**src/rtl/iic_target.sv**
```systemverilog
// I2C target with a 16-bit address pointer into an external byte memory.
// The master writes two address bytes and then data bytes. Each data byte
// produces one mem_we strobe and advances the pointer. A read (repeated
// START with R/W=1) streams bytes from the pointer and advances it on every
// master ACK. All bus decoding uses the synchronized copies of scl_i/sda_i.
module iic_target #(
  parameter logic [6:0] DEV_ADDR = 7'h14
) (
  input  logic        clk,
  input  logic        rstn,
  input  logic        scl_i,
  input  logic        sda_i,
  output logic        sda_o,
  output logic        mem_we,
  output logic [15:0] mem_addr,
  output logic [7:0]  mem_wdata,
  input  logic [7:0]  mem_rdata,
  output logic        busy,
  output logic        xfer_done
);

  typedef enum logic [3:0] {
    IDLE, DEV, DEV_ACK, AHI, AHI_ACK, ALO, ALO_ACK,
    WDAT, WDAT_ACK, RDAT, RDAT_ACK, IGNORE
  } state_t;

  logic scl_s1_q, scl_s2_q, scl_dl_q;
  logic sda_s1_q, sda_s2_q, sda_dl_q;

  state_t      state_q, state_d;
  logic [3:0]  cnt_q, cnt_d;
  logic [7:0]  sr_q, sr_d;
  logic        sda_o_q, sda_o_d;
  logic        mem_we_q, mem_we_d;
  logic [15:0] mem_addr_q, mem_addr_d;
  logic [7:0]  mem_wdata_q, mem_wdata_d;
  logic        busy_q, busy_d;
  logic        xfer_done_q, xfer_done_d;

  logic       scl_rise, scl_fall, start_ev, stop_ev;
  logic [7:0] byte_in;

  // Two-flop synchronizers plus a delay flop for edge detection; idle bus is high.
  always_ff @(posedge clk or negedge rstn) begin
    if (!rstn) begin
      scl_s1_q <= 1'b1; scl_s2_q <= 1'b1; scl_dl_q <= 1'b1;
      sda_s1_q <= 1'b1; sda_s2_q <= 1'b1; sda_dl_q <= 1'b1;
    end else begin
      scl_s1_q <= scl_i; scl_s2_q <= scl_s1_q; scl_dl_q <= scl_s2_q;
      sda_s1_q <= sda_i; sda_s2_q <= sda_s1_q; sda_dl_q <= sda_s2_q;
    end
  end

  assign scl_rise = scl_s2_q & ~scl_dl_q;
  assign scl_fall = ~scl_s2_q & scl_dl_q;
  assign start_ev = scl_s2_q & scl_dl_q & sda_dl_q & ~sda_s2_q;
  assign stop_ev  = scl_s2_q & scl_dl_q & ~sda_dl_q & sda_s2_q;
  assign byte_in  = {sr_q[6:0], sda_s2_q};

  // Next-state and next-output logic for the bus protocol FSM.
  always_comb begin
    state_d     = state_q;
    cnt_d       = cnt_q;
    sr_d        = sr_q;
    sda_o_d     = sda_o_q;
    mem_we_d    = 1'b0;
    mem_addr_d  = mem_addr_q;
    mem_wdata_d = mem_wdata_q;
    busy_d      = busy_q;
    xfer_done_d = 1'b0;
    if (stop_ev) begin
      state_d     = IDLE;
      cnt_d       = 4'd0;
      sda_o_d     = 1'b1;
      busy_d      = 1'b0;
      xfer_done_d = busy_q;
    end else if (start_ev) begin
      // Repeated START keeps the pointer so a read can follow an address write.
      state_d = DEV;
      cnt_d   = 4'd0;
      sda_o_d = 1'b1;
    end else begin
      case (state_q)
        DEV, AHI, ALO, WDAT: begin
          if (scl_rise) begin
            sr_d  = byte_in;
            cnt_d = cnt_q + 4'd1;
            if (cnt_q == 4'd7) begin
              cnt_d = 4'd0;
              if (state_q == DEV) begin
                if (byte_in[7:1] == DEV_ADDR) begin
                  state_d = DEV_ACK;
                  busy_d  = 1'b1;
                end else begin
                  state_d = IGNORE;
                end
              end else if (state_q == AHI) begin
                mem_addr_d[15:8] = byte_in;
                state_d          = AHI_ACK;
              end else if (state_q == ALO) begin
                mem_addr_d[7:0] = byte_in;
                state_d         = ALO_ACK;
              end else begin
                mem_we_d    = 1'b1;
                mem_wdata_d = byte_in;
                state_d     = WDAT_ACK;
              end
            end
          end
        end
        DEV_ACK, AHI_ACK, ALO_ACK, WDAT_ACK: begin
          // cnt 0: waiting to pull the line low; cnt 1: holding the ACK.
          if (scl_fall) begin
            if (cnt_q == 4'd0) begin
              sda_o_d = 1'b0;
              cnt_d   = 4'd1;
            end else begin
              sda_o_d = 1'b1;
              cnt_d   = 4'd0;
              if (state_q == DEV_ACK) begin
                if (sr_q[0]) begin
                  // This fall also starts the first read byte.
                  state_d = RDAT;
                  sr_d    = {mem_rdata[6:0], 1'b0};
                  sda_o_d = mem_rdata[7];
                end else begin
                  state_d = AHI;
                end
              end else if (state_q == AHI_ACK) begin
                state_d = ALO;
              end else if (state_q == ALO_ACK) begin
                state_d = WDAT;
              end else begin
                mem_addr_d = mem_addr_q + 16'd1;
                state_d    = WDAT;
              end
            end
          end
        end
        RDAT: begin
          // cnt 8 marks a byte whose first bit is still to be loaded.
          if (scl_fall) begin
            if (cnt_q == 4'd8) begin
              sr_d    = {mem_rdata[6:0], 1'b0};
              sda_o_d = mem_rdata[7];
              cnt_d   = 4'd0;
            end else if (cnt_q == 4'd7) begin
              sda_o_d = 1'b1;
              cnt_d   = 4'd0;
              state_d = RDAT_ACK;
            end else begin
              sda_o_d = sr_q[7];
              sr_d    = {sr_q[6:0], 1'b0};
              cnt_d   = cnt_q + 4'd1;
            end
          end
        end
        RDAT_ACK: begin
          if (scl_rise) begin
            if (!sda_s2_q) begin
              mem_addr_d = mem_addr_q + 16'd1;
              cnt_d      = 4'd8;
              state_d    = RDAT;
            end else begin
              state_d = IGNORE;
            end
          end
        end
        IDLE, IGNORE: begin
          sda_o_d = 1'b1;
        end
        default: state_d = IDLE;
      endcase
    end
  end

  // State and registered outputs; reset releases the bus line at once.
  always_ff @(posedge clk or negedge rstn) begin
    if (!rstn) begin
      state_q     <= IDLE;
      cnt_q       <= 4'd0;
      sr_q        <= 8'd0;
      sda_o_q     <= 1'b1;
      mem_we_q    <= 1'b0;
      mem_addr_q  <= 16'd0;
      mem_wdata_q <= 8'd0;
      busy_q      <= 1'b0;
      xfer_done_q <= 1'b0;
    end else begin
      state_q     <= state_d;
      cnt_q       <= cnt_d;
      sr_q        <= sr_d;
      sda_o_q     <= sda_o_d;
      mem_we_q    <= mem_we_d;
      mem_addr_q  <= mem_addr_d;
      mem_wdata_q <= mem_wdata_d;
      busy_q      <= busy_d;
      xfer_done_q <= xfer_done_d;
    end
  end

  assign sda_o     = sda_o_q;
  assign mem_we    = mem_we_q;
  assign mem_addr  = mem_addr_q;
  assign mem_wdata = mem_wdata_q;
  assign busy      = busy_q;
  assign xfer_done = xfer_done_q;

endmodule
```
**config.mk**
```make
export PLATFORM = sky130hd
export DESIGN_NAME = iic_target
export DESIGN_NICKNAME = d
export VERILOG_FILES = /design/src/rtl/iic_target.sv
export SDC_FILE = /design/constraint.sdc
export NUM_CORES = 1
export LEC_CHECK = 0
export BUFFER_PORTS_ARGS = -buffer_cell sky130_fd_sc_hd__buf_2
export CAP_MARGIN = 10
export CORE_MARGIN = 3
export CORE_UTILIZATION = 50
export DETAILED_ROUTE_END_ITERATION = 8
export PLACE_DENSITY_LB_ADDON = 0.12
export SLEW_MARGIN = 15
export SYNTH_ARGS = -nofsm -noshare
export SYNTH_HDL_FRONTEND = slang
export SYNTH_SLANG_ARGS = --single-unit
```
**constraint.sdc**
```tcl
create_clock -name clk -period 3.75 [get_ports clk]
set_input_delay 0.5625 -clock clk [delete_from_list [all_inputs] [get_ports clk]]
set_output_delay 0.5625 -clock clk [all_outputs]
set_load 0.1 [all_outputs]
```
==> results.md, run 1 <==
* Worst setup SP type: register
* Final Power at about 3.0 mW
* Post_cts resized at 0
* Worst clock skew at 0.0159 ns
* Reg2Reg Launch Point: state_q[0]
* Number of diodes at 0
* Final Hold Viols at 0
* Worst skew pair latency at about 0.31 ns
* Synth Area in Adders at ~1.2%
* CTS Buf Count at 5
* Fin crit share at 75.3%
* Starting Density at a little over half
* IO buf count at 39
* Pre-Repair DR Iteration Count at 4
* Worst EP required at 3.99 ns
* RSZ-0062 raised after global routing: no
* HP Class: input port to asynchronous set/reset pin
* Final net count at roughly 380
* CORE AREA at between 5000 and 6000 um^2
* Syn nets at about 350
* Maxcap violations at 0
* Wire per inst at ~17 um
* CTS tree: built
* Post-route cell area at roughly 3400 um^2
* Async SR Flop Fraction at between 90% and 100%
* DRT Wirelength at around 7400 um
* Placed inst area at ~3300 um^2
* GRT Total Usage at approximately 21%
* Worst slack, placed at 1.02 ns
* Placed insts at ~430
* Chip Width at ~84 um
* Antenna violations before repair at 0
* Pleak at ~1.5 nW
* Die ar. at 7050 um^2
* Initial DRC count at about 240
* Most frequent cell after synthesis: dfrtp_1
* Most instantiated cells after synthesis: dfrtp_1 (43), nand2_1 (34), a21oi_1 (32), o21ai_0 (24)
* Seq/Total Area, Yosys at 41.4%
* Detail Placement HPWL at around 5300 um
* Clk buf depth at 2
* H-tree levels at 2
* GR Util met2 at about a third
* Clk root buf: clkbuf_8
* Critical path type: register to register
* Synth area leaders: dfrtp_1 (35%), mux2_2 (7.4%), dfstp_2 (6.0%)
* Post-Route Setup TNS at 0 ns
* Data arrival, critical path at just over 3 ns
* Placer Congestion at around 0.93
* Via/cell ratio at slightly above 6
* Synth Area in XOR/XNOR at less than 1%
* Post-synth EDFFs at 0
* Final setup viols at 0
* Hold Buf Count CTS at 0
* Mapped Cells at ~330
* Simple-Gate Fraction of Synth Area at between 20% and 30%
* Vias in the first global route at between 2k and 2.5k
* Compound-Gate Fraction of Synth Area at between 20% and 30%
* Reg clk slew, reported paths at ~0.11 ns
* Area grow syn2layout at 10.4%
* Combinational family with the most area after synthesis: compound AO/OA/AOI/OAI gates
* Synth warnings at 0
* Worst path cell trace: clkinv_1 -> nand3_1 -> o21ai_1 -> a211oi_2 -> a21boi_0 -> a2bb2oi_1
* CP Max Fanout at 21
* First-pass GRT wire length at between 10000 and 15000 um
* Fmax at about 0.35 GHz
* Detail Route Antenna Nets at 0
* Fin cells at 436
* Top cell type's share of synthesized area at between 30 and 40%
* Met1 Use GR at about a third
* Peak VDD IR at around 0.77 mV
* R2R Setup Slk at 0.92 ns
* Via count at 2700
* Register-to-Register Path Depth at 6
* GR Overflow Total at 0
* Met3 usage at between 3 and 4%
* Util after Layout at 58.8%
* Share of cells above drive strength 1 at a little under a quarter
* CP max stage delay at ~0.80 ns
* Ports at 40
* Mapped cell area at about 3000 um^2
* FF/Latch Area at 1260 um^2
* Fill count at around 500
* R2R Path End: mem_addr[3]
* Yosys top cell by area: dfrtp_1
* Pwr/cell area at about 890 nW/um^2
* Commonest register cell after synthesis: dfrtp_1
* Worst path slowest cell: a211oi_2
* Yosys cell types at 63
* Final min period at between 2 and 3 ns
* Post-CTS Setup Bufs at 0
* Clock sinks at 50
* Synth Area per Inst at 9.16 um^2
* Rows at 27
* Outcome: complete, no violations
* Number of synthesized register bits at 50
* Multi-input combinational cell area at approximately 1700 um^2
* CP Capture Type: register
* DRC at 0
* Final worst-path setup slack at between 0.9 and 1 ns
* Die Height at ~84 um
* Worst slew pin tran at 0.937 ns
* WHS at ~0.19 ns
* Final slew viol count at 0
* Mux contribution to synthesized area at 8.77%
* Largest net degree at the start of global routing at 32
* Slew headroom at 37.4%
* GRT busiest layer: met1
-- report_power, final --
| group | switching (mW) | total (mW) | leakage, nW | internal, mW |
|---|---|---|---|---|
| logic | 1.18 | 1.68 | 0.791 | 0.503 |
| registers | 0.282 | 0.974 | 0.634 | 0.692 |
| clock network | 0.189 | 0.323 | 0.0408 | 0.134 |
-- cell families (layout without fill, tap and decap cells) --
kind of cell | after synthesis | count (layout)
multiplexers | 24 | 24
buffers and inverters | 24 | 56
flip-flops | 50 | 50
AND/OR/NAND/NOR | 115 | 115
adder cells (fa/ha/maj) | 3 | 3
XOR/XNOR | 1 | 1
AO/OA/AOI/OAI | 115 | 115
-- flip-flops by register name, indices dropped and copies added, names as in the netlist --
signal,cells
state_q,4
sda_o,1
sda_dl_q,1
sda_s1_q,1
scl_s2_q,1
scl_s1_q,1
sr_q,8
mem_addr,16
mem_wdata,8
scl_dl_q,1
sda_s2_q,1
busy,1
mem_we,1
cnt_q,4
xfer_done,1
-- layout by cell type (no fill, tap or decap), drive strengths merged, types with 3 or more instances in the layout --
cell type / instances
dfrtp: 43
buf: 41
nand2: 34
a21oi: 32
o21ai: 26
mux2: 21
nor2: 20
nand3: 14
o22ai: 13
nor2b: 9
nor3: 8
dfstp: 7
inv: 7
and3: 6
or3: 5
a31oi: 5
clkbuf: 5
nand2b: 4
a221o: 3
a22o: 3
o211ai: 3
mux2i: 3
ha: 3
-- critical path, delay by kind of cell (launching register included) --
kind | cells | cell delay, ns
AND/OR/NAND/NOR | 1 | 0.22
AO/OA/AOI/OAI | 4 | 1.35
flip-flops | 1 | 0.77
buffers and inverters | 1 | 0.41
-- worst max-delay path by stage --
| stage | startpoint | to | cells after the start |
|---|---|---|---|
| global placement | state_q[0] | mem_addr[3] | 6 |
| detailed placement | state_q[0] | mem_addr[3] | 6 |
| CTS | state_q[0] | mem_addr[3] | 6 |
| finish | state_q[0] | mem_addr[3] | 6 |
| global route | state_q[0] | mem_addr[3] | 6 |
| floorplan | mem_addr[0] | mem_addr[12] | 6 |
-- cell type report --
cell class | instances | area share, %
Timing Repair Buffer | 41 | 6.26
Sequential cell | 50 | 37.5
Tap cell | 72 | 2.68
Clock inverter | 3 | 0.708
Clock buffer | 5 | 2.05
Multi-Input combinational cell | 258 | 50.0
Inverter | 7 | 0.783
-- layer usage --
layer / up-vias / wire length (um)
met3: 10 / 431
met1: 1295 / 3630
met4: 0 / 86
met2: 88 / 3230
li1: 1307 / -
met5: - / 0
Power figures use the tool's default switching activity.
==> inputs of run 2 (changes only) <==
clock period = 2.74 ns   (was 3.75 ns; I/O delays follow)
==> run 2 against run 1 <==
  * First-iteration DRC count rose by 20%
  * Wire length increased by 6.6%
  * Register-to-register slack worse by 0.70 ns
  * Utilization increased by 1.7 points
  * Clock-buffer cell count did not move
  * Clock skew decreased by 0.0053 ns
  * Flip-flop and latch count is the same
  * Critical path depth unchanged
  * Critical endpoint unchanged
==> results.md, run 2 (synthesis results as in run 1) <==
* Area grow syn2layout at 13.5% (was 10.4%)
* CTS Buf Count at 5 (unchanged)
* Internal power at 1.87 mW (was 1.33 mW)
* Final worst-path setup slack at 0.225 ns (was 0.925 ns)
* Worst clock skew at 0.0106 ns (was 0.0159 ns)
* Worst setup SP type: register (unchanged)
* Detail Placement HPWL at 5630 um (was 5330 um)
* Hold Buf Count CTS at 0 (unchanged)
* Worst slew pin tran at 0.926 ns (was 0.937 ns)
* Share of cells above drive strength 1 at 25.8% (was 23.4%)
* Clk root buf: clkbuf_8 (unchanged)
* Commonest non-fill, non-tap cells in the layout: dfrtp_1 (43), buf_2 (39), nand2_1 (34) (unchanged)
* Number of diodes at 0 (unchanged)
* Worst path cell trace: o21ai_0 -> nand4_1 -> o21ai_2 -> a211oi_2 -> a21boi_0 -> a2bb2oi_1 (was clkinv_1 -> nand3_1 -> o21ai_1 -> a211oi_2 -> a21boi_0 -> a2bb2oi_1)
* DR WL met3 at 593 um (was 431 um)
* Outcome: complete, no violations (unchanged)
* Largest register FFs at 16 (unchanged)
* HP Class: input port to asynchronous set/reset pin (unchanged)
* Initial DRC count at 290 (was 242)
* Top layer in use: met4 (unchanged)
* Placer Congestion at 0.937 (was 0.933)
* CORE AREA at 5710 um^2 (unchanged)
* Util after Layout at 60.5% (was 58.8%)
* Final Hold Viols at 0 (unchanged)
* Pwr/cell area at 1210 nW/um^2 (was 887 nW/um^2)
* Antenna violations before repair at 0 (unchanged)
* Maxcap violations at 0 (unchanged)
* Fmax at 0.398 GHz (was 0.354 GHz)
* Chip Width at 84.0 um (unchanged)
* Fin crit share at 91.8% (was 75.3%)
* Final slew viol count at 0 (unchanged)
* CP Max Fanout at 21 (unchanged)
* Worst path slowest cell: a211oi_2 (unchanged)
* GRT Total Usage at 22.7% (was 21.5%)
* H-tree levels at 2 (unchanged)
* Met2 wire len at 3530 um (was 3230 um)
* CP delay by family, top: compound AO/OA/AOI/OAI gates (unchanged)
* Post-CTS Setup Bufs at 0 (unchanged)
* DRT Wirelength at 7870 um (was 7380 um)
* Worst slack, placed at 0.272 ns (was 1.02 ns)
* Die ar. at 7050 um^2 (unchanged)
* Via count at 2789 (was 2700)
* DRC at 0 (unchanged)
* Final setup viols at 0 (unchanged)
* Clk buf depth at 2 (unchanged)
* Fill count at 522 (was 495)
* Part of the power in registers at 30.2% (was 32.7%)
* Clock sinks at 50 (unchanged)
* Post_cts resized at 0 (unchanged)
* Post-Route Setup TNS at 0 ns (unchanged)
* Starting Density at 53.3% (unchanged)
* Via/cell ratio at 6.23 (was 6.19)
* Met1 WL at 3630 um (about the same)
* Die Height at 84.0 um (unchanged)
* Buffers and inverters on the worst path at 0 (was 1)
* Clock power frac at 11.3% (was 10.8%)
* Pleak at 1.54 nW (was 1.47 nW)
* Peak VDD IR at 0.901 mV (was 0.767 mV)
* Worst skew pair latency at 0.32 ns (was 0.31 ns)
* Rows at 27 (unchanged)
* Worst EP required at 2.99 ns (was 3.99 ns)
* FF/Latch Area at 1260 um^2 (unchanged)
* Final min period at 2.52 ns (was 2.83 ns)
* Critical path type: register to register (unchanged)
* GR Overflow Total at 0 (unchanged)
* Slew headroom at 38.2% (was 37.4%)
* Vias in the first global route at 2626 (was 2466)
* RSZ-0062 raised after global routing: no (unchanged)
* CP Capture Type: register (unchanged)
* Reg clk slew, reported paths at 0.11 ns (about the same)
* Net switching power at 2.32 mW (was 1.65 mW)
* Commonest non-fill, non-tap cell in the layout: dfrtp_1 (unchanged)
* Wire per inst at 17.6 um (was 16.9 um)
* Detail Route Antenna Nets at 0 (unchanged)
* First-pass GRT wire length at 13000 um (was 12400 um)
* Data arrival, critical path at 2.76 ns (was 3.07 ns)
* Largest net degree at the start of global routing at 51 (was 32)
* IO buf count at 39 (unchanged)
* CTS tree: built (unchanged)
* Final net count at 390 (was 378)
* Multi-input combinational cell area at 1680 um^2 (unchanged)
* Share of total power in combinational logic at 58.5% (was 56.5%)
* Ports at 40 (unchanged)
* CP max stage delay at 0.74 ns (was 0.80 ns)
* Sw Share at 55.3% (was 55.4%)
* Pre-Repair DR Iteration Count at 4 (unchanged)
[run 2: metal layers]
layer	global-route usage [%]	up-vias
li1	-	1333
met1	31.6	1335
met2	35.3	110
met3	5.03	11
met4	6.73	0
met5	0	-
[run 2: final cells by class]
cell class | count | share of cell area [%]
multi-input combinational | 258 | 48.6
sequential | 50 | 36.5
timing repair buffer | 53 | 8.70
tap | 72 | 2.61
clock buffer | 5 | 1.99
clock inverter | 3 | 0.834
inverter | 7 | 0.761
[run 2: power groups by stage]
| stage | logic, mW | clock network, mW | registers, mW |
|---|---|---|---|
| global route | 2.63 | 0.515 | 1.31 |
| global placement | 2.41 | 0 | 1.27 |
| finish | 2.45 | 0.473 | 1.26 |
| CTS | 2.45 | 0.481 | 1.26 |
| detailed placement | 2.44 | 0 | 1.27 |
| floorplan | 1.24 | 0 | 1.92 |
[run 2: per-stage QoR]
step                      power, mW  area [um^2]  hold WS (ns)  std cells
after floorplan                3.17         3040         0.115        332
after global placement         3.67         3350         0.346        440
after detailed placement       3.71         3350         0.347        440
after CTS                      4.19         3450         0.182        448
after global routing           4.46         3450         0.173        448
final                          4.19         3450         0.189        448
[run 2: worst paths after layout]
kind                             from           end  slack (ns)  cells after the start
hold reg to reg              scl_s1_q      scl_s2_q        0.36                      0
hold / removal                   rstn  mem_wdata[0]        0.19                      2
setup reg to reg           state_q[3]   mem_addr[3]        0.22                      6
setup / recovery           state_q[3]   mem_addr[3]        0.22                      6
max in group asynchronous        rstn      cnt_q[1]        2.12                      2
min in group clk                scl_i      scl_s1_q        0.19                      1
==> inputs of run 3 (changes only) <==
CTS_BUF_LIST = sky130_fd_sc_hd__clkbuf_16   (was unset)
==> run 3 against run 2 <==
  * Clock-buffer cell count unchanged
  * Sequential power about the same
  * Power up 4.5%
==> results.md, run 3 (synthesis results as in run 1) <==
* Worst setup SP type: register (unchanged)
* Detail Placement HPWL at 5630 um (unchanged)
* Antenna violations before repair at 0 (unchanged)
* Final Hold Viols at 0 (unchanged)
* Die ar. at 7050 um^2 (unchanged)
* Number of diodes at 0 (unchanged)
* Reg2Reg Launch Point: state_q[3] (unchanged)
* Worst clock skew at 0.00713 ns (was 0.0106 ns)
* Clk buf depth at 2 (unchanged)
* Pwr/cell area at 1250 nW/um^2 (was 1210 nW/um^2)
* Largest register FFs at 16 (unchanged)
* Slew headroom at 38.5% (was 38.2%)
* First-pass GRT wire length at 13100 um (was 13000 um)
* Area grow syn2layout at 15.4% (was 13.5%)
* Starting Density at 53.3% (unchanged)
* Reg clk slew, reported paths at 0.07 ns (was 0.11 ns)
* Final setup viols at 0 (unchanged)
* IO buf count at 39 (unchanged)
* Outcome: complete, no violations (unchanged)
* Rows at 27 (unchanged)
* Post_cts resized at 0 (unchanged)
* Maxcap violations at 0 (unchanged)
* Wire per inst at 17.8 um (was 17.6 um)
* Register-to-Register Path Depth at 6 (unchanged)
* Hold Path Sink: scl_s1_q
* R2R Path End: mem_addr[3] (unchanged)
* Hold path startpoint: scl_i
* Placer Congestion at 0.937 (unchanged)
* Worst EP required at 2.96 ns (was 2.99 ns)
* Hold path cells at 1
* DRT Wirelength at 7990 um (was 7870 um)
* CP Max Fanout at 21 (unchanged)
* DRC at 0 (unchanged)
* Final slew viol count at 0 (unchanged)
* Fin cells at 448 (unchanged)
* HP Class: input port to register (was input port to asynchronous set/reset pin)
* Placed insts at 440 (unchanged)
* DR WL met3 at 648 um (was 593 um)
* Fmax at 0.402 GHz (was 0.398 GHz)
* Detail Route Antenna Nets at 0 (unchanged)
* Hold Buf Count CTS at 0 (unchanged)
* Ports at 40 (unchanged)
* Peak VDD IR at 0.908 mV (was 0.901 mV)
* Fin crit share at 90.7% (was 91.8%)
* Worst skew pair latency at 0.30 ns (was 0.32 ns)
* Share of cells above drive strength 1 at 25.8% (unchanged)
* Worst slew pin tran at 0.921 ns (was 0.926 ns)
* Clk root buf: clkbuf_16 (was clkbuf_8)
* Final min period at 2.48 ns (was 2.52 ns)
* Critical path type: register to register (unchanged)
* CORE AREA at 5710 um^2 (unchanged)
* Pre-Repair DR Iteration Count at 4 (unchanged)
* CTS tree: built (unchanged)
* Via count at 2792 (was 2789)
* Top layer in use: met4 (unchanged)
* Largest net degree at the start of global routing at 51 (unchanged)
* Initial DRC count at 231 (was 290)
* Chip Width at 84.0 um (unchanged)
* Via/cell ratio at 6.23 (about the same)
* Pleak at 1.56 nW (was 1.54 nW)
* Clock sinks at 50 (unchanged)
* R2R Setup Slk at 0.26 ns (was 0.22 ns)
* Vias in the first global route at 2621 (was 2626)
* Met2 wire len at 3640 um (was 3530 um)
* Post-CTS Setup Bufs at 0 (unchanged)
* CTS Buf Count at 5 (unchanged)
* RSZ-0062 raised after global routing: no (unchanged)
* Commonest non-fill, non-tap cell in the layout: dfrtp_1 (unchanged)
* Die Height at 84.0 um (unchanged)
* Met1 WL at 3600 um (was 3630 um)
* Data arrival, critical path at 2.71 ns (was 2.76 ns)
* GRT Total Usage at 22.9% (was 22.7%)
* Commonest non-fill, non-tap cells in the layout: dfrtp_1 (43), buf_2 (39), nand2_1 (34) (unchanged)
* GR Overflow Total at 0 (unchanged)
* CP Capture Type: register (unchanged)
* Post-Route Setup TNS at 0 ns (unchanged)
* H-tree levels at 2 (unchanged)
* Final net count at 390 (unchanged)
## run 3: cell count changes in the layout (fill, tap and decap cells not counted)
cell       before  now
clkbuf_16       0    5
clkbuf_8        5    0
## run 3: worst max-delay path, cell delays in order, from the launching register on
cell and delay [ns]:
dfrtp_1 0.58, or3_1 0.41, nand4_1 0.17, o21ai_2 0.11, a211oi_2 0.73, a21boi_0 0.25, a2bb2oi_1 0.16
## run 3: worst max-delay path by stage
stage	from	to	depth (start not counted)
2_1_floorplan	mem_addr[0]	mem_addr[12]	6
3_3_place_gp	state_q[3]	mem_addr[3]	6
3_5_place_dp	state_q[3]	mem_addr[3]	6
4_1_cts	state_q[3]	mem_addr[3]	6
5_1_grt	state_q[3]	mem_addr[3]	6
6_report	state_q[3]	mem_addr[3]	6
## run 3: per-stage QoR
| step | power, mW | hold WS [ns] | area [um^2] | setup WS [ns] | utilization [%] |
|---|---|---|---|---|---|
| 6_report | 4.38 | 0.209 | 3510 | 0.255 | 61.5 |
| 5_1_grt | 4.65 | 0.202 | 3510 | 0.0453 | 61.5 |
| 4_1_cts | 4.38 | 0.206 | 3510 | 0.264 | 61.5 |
| 3_5_place_dp | 3.71 | 0.347 | 3350 | 0.272 | 58.8 |
| 3_3_place_gp | 3.67 | 0.346 | 3350 | 0.335 | 58.8 |
| 2_1_floorplan | 3.17 | 0.115 | 3040 | 0.479 | - |
## run 3: cell type report
cell class	count	area [um^2]
Clock buffer	5	125
Clock inverter	3	28.8
Fill cell	515	2200
Inverter	7	26.3
Multi-Input combinational cell	258	1680
Sequential cell	50	1260
Tap cell	72	90.1
Timing Repair Buffer	53	300
## run 3: metal layers
metal | up-vias | global-route usage, %
met5 | - | 0
met4 | 0 | 6.43
met3 | 9 | 6.02
met2 | 116 | 35.6
met1 | 1334 | 31.5
li1 | 1333 | -
## run 3: where the power goes
part	total [mW]	switching (mW)	internal, mW
Combinational	2.46	1.72	0.736
Sequential	1.27	0.317	0.949
Clock	0.653	0.304	0.349
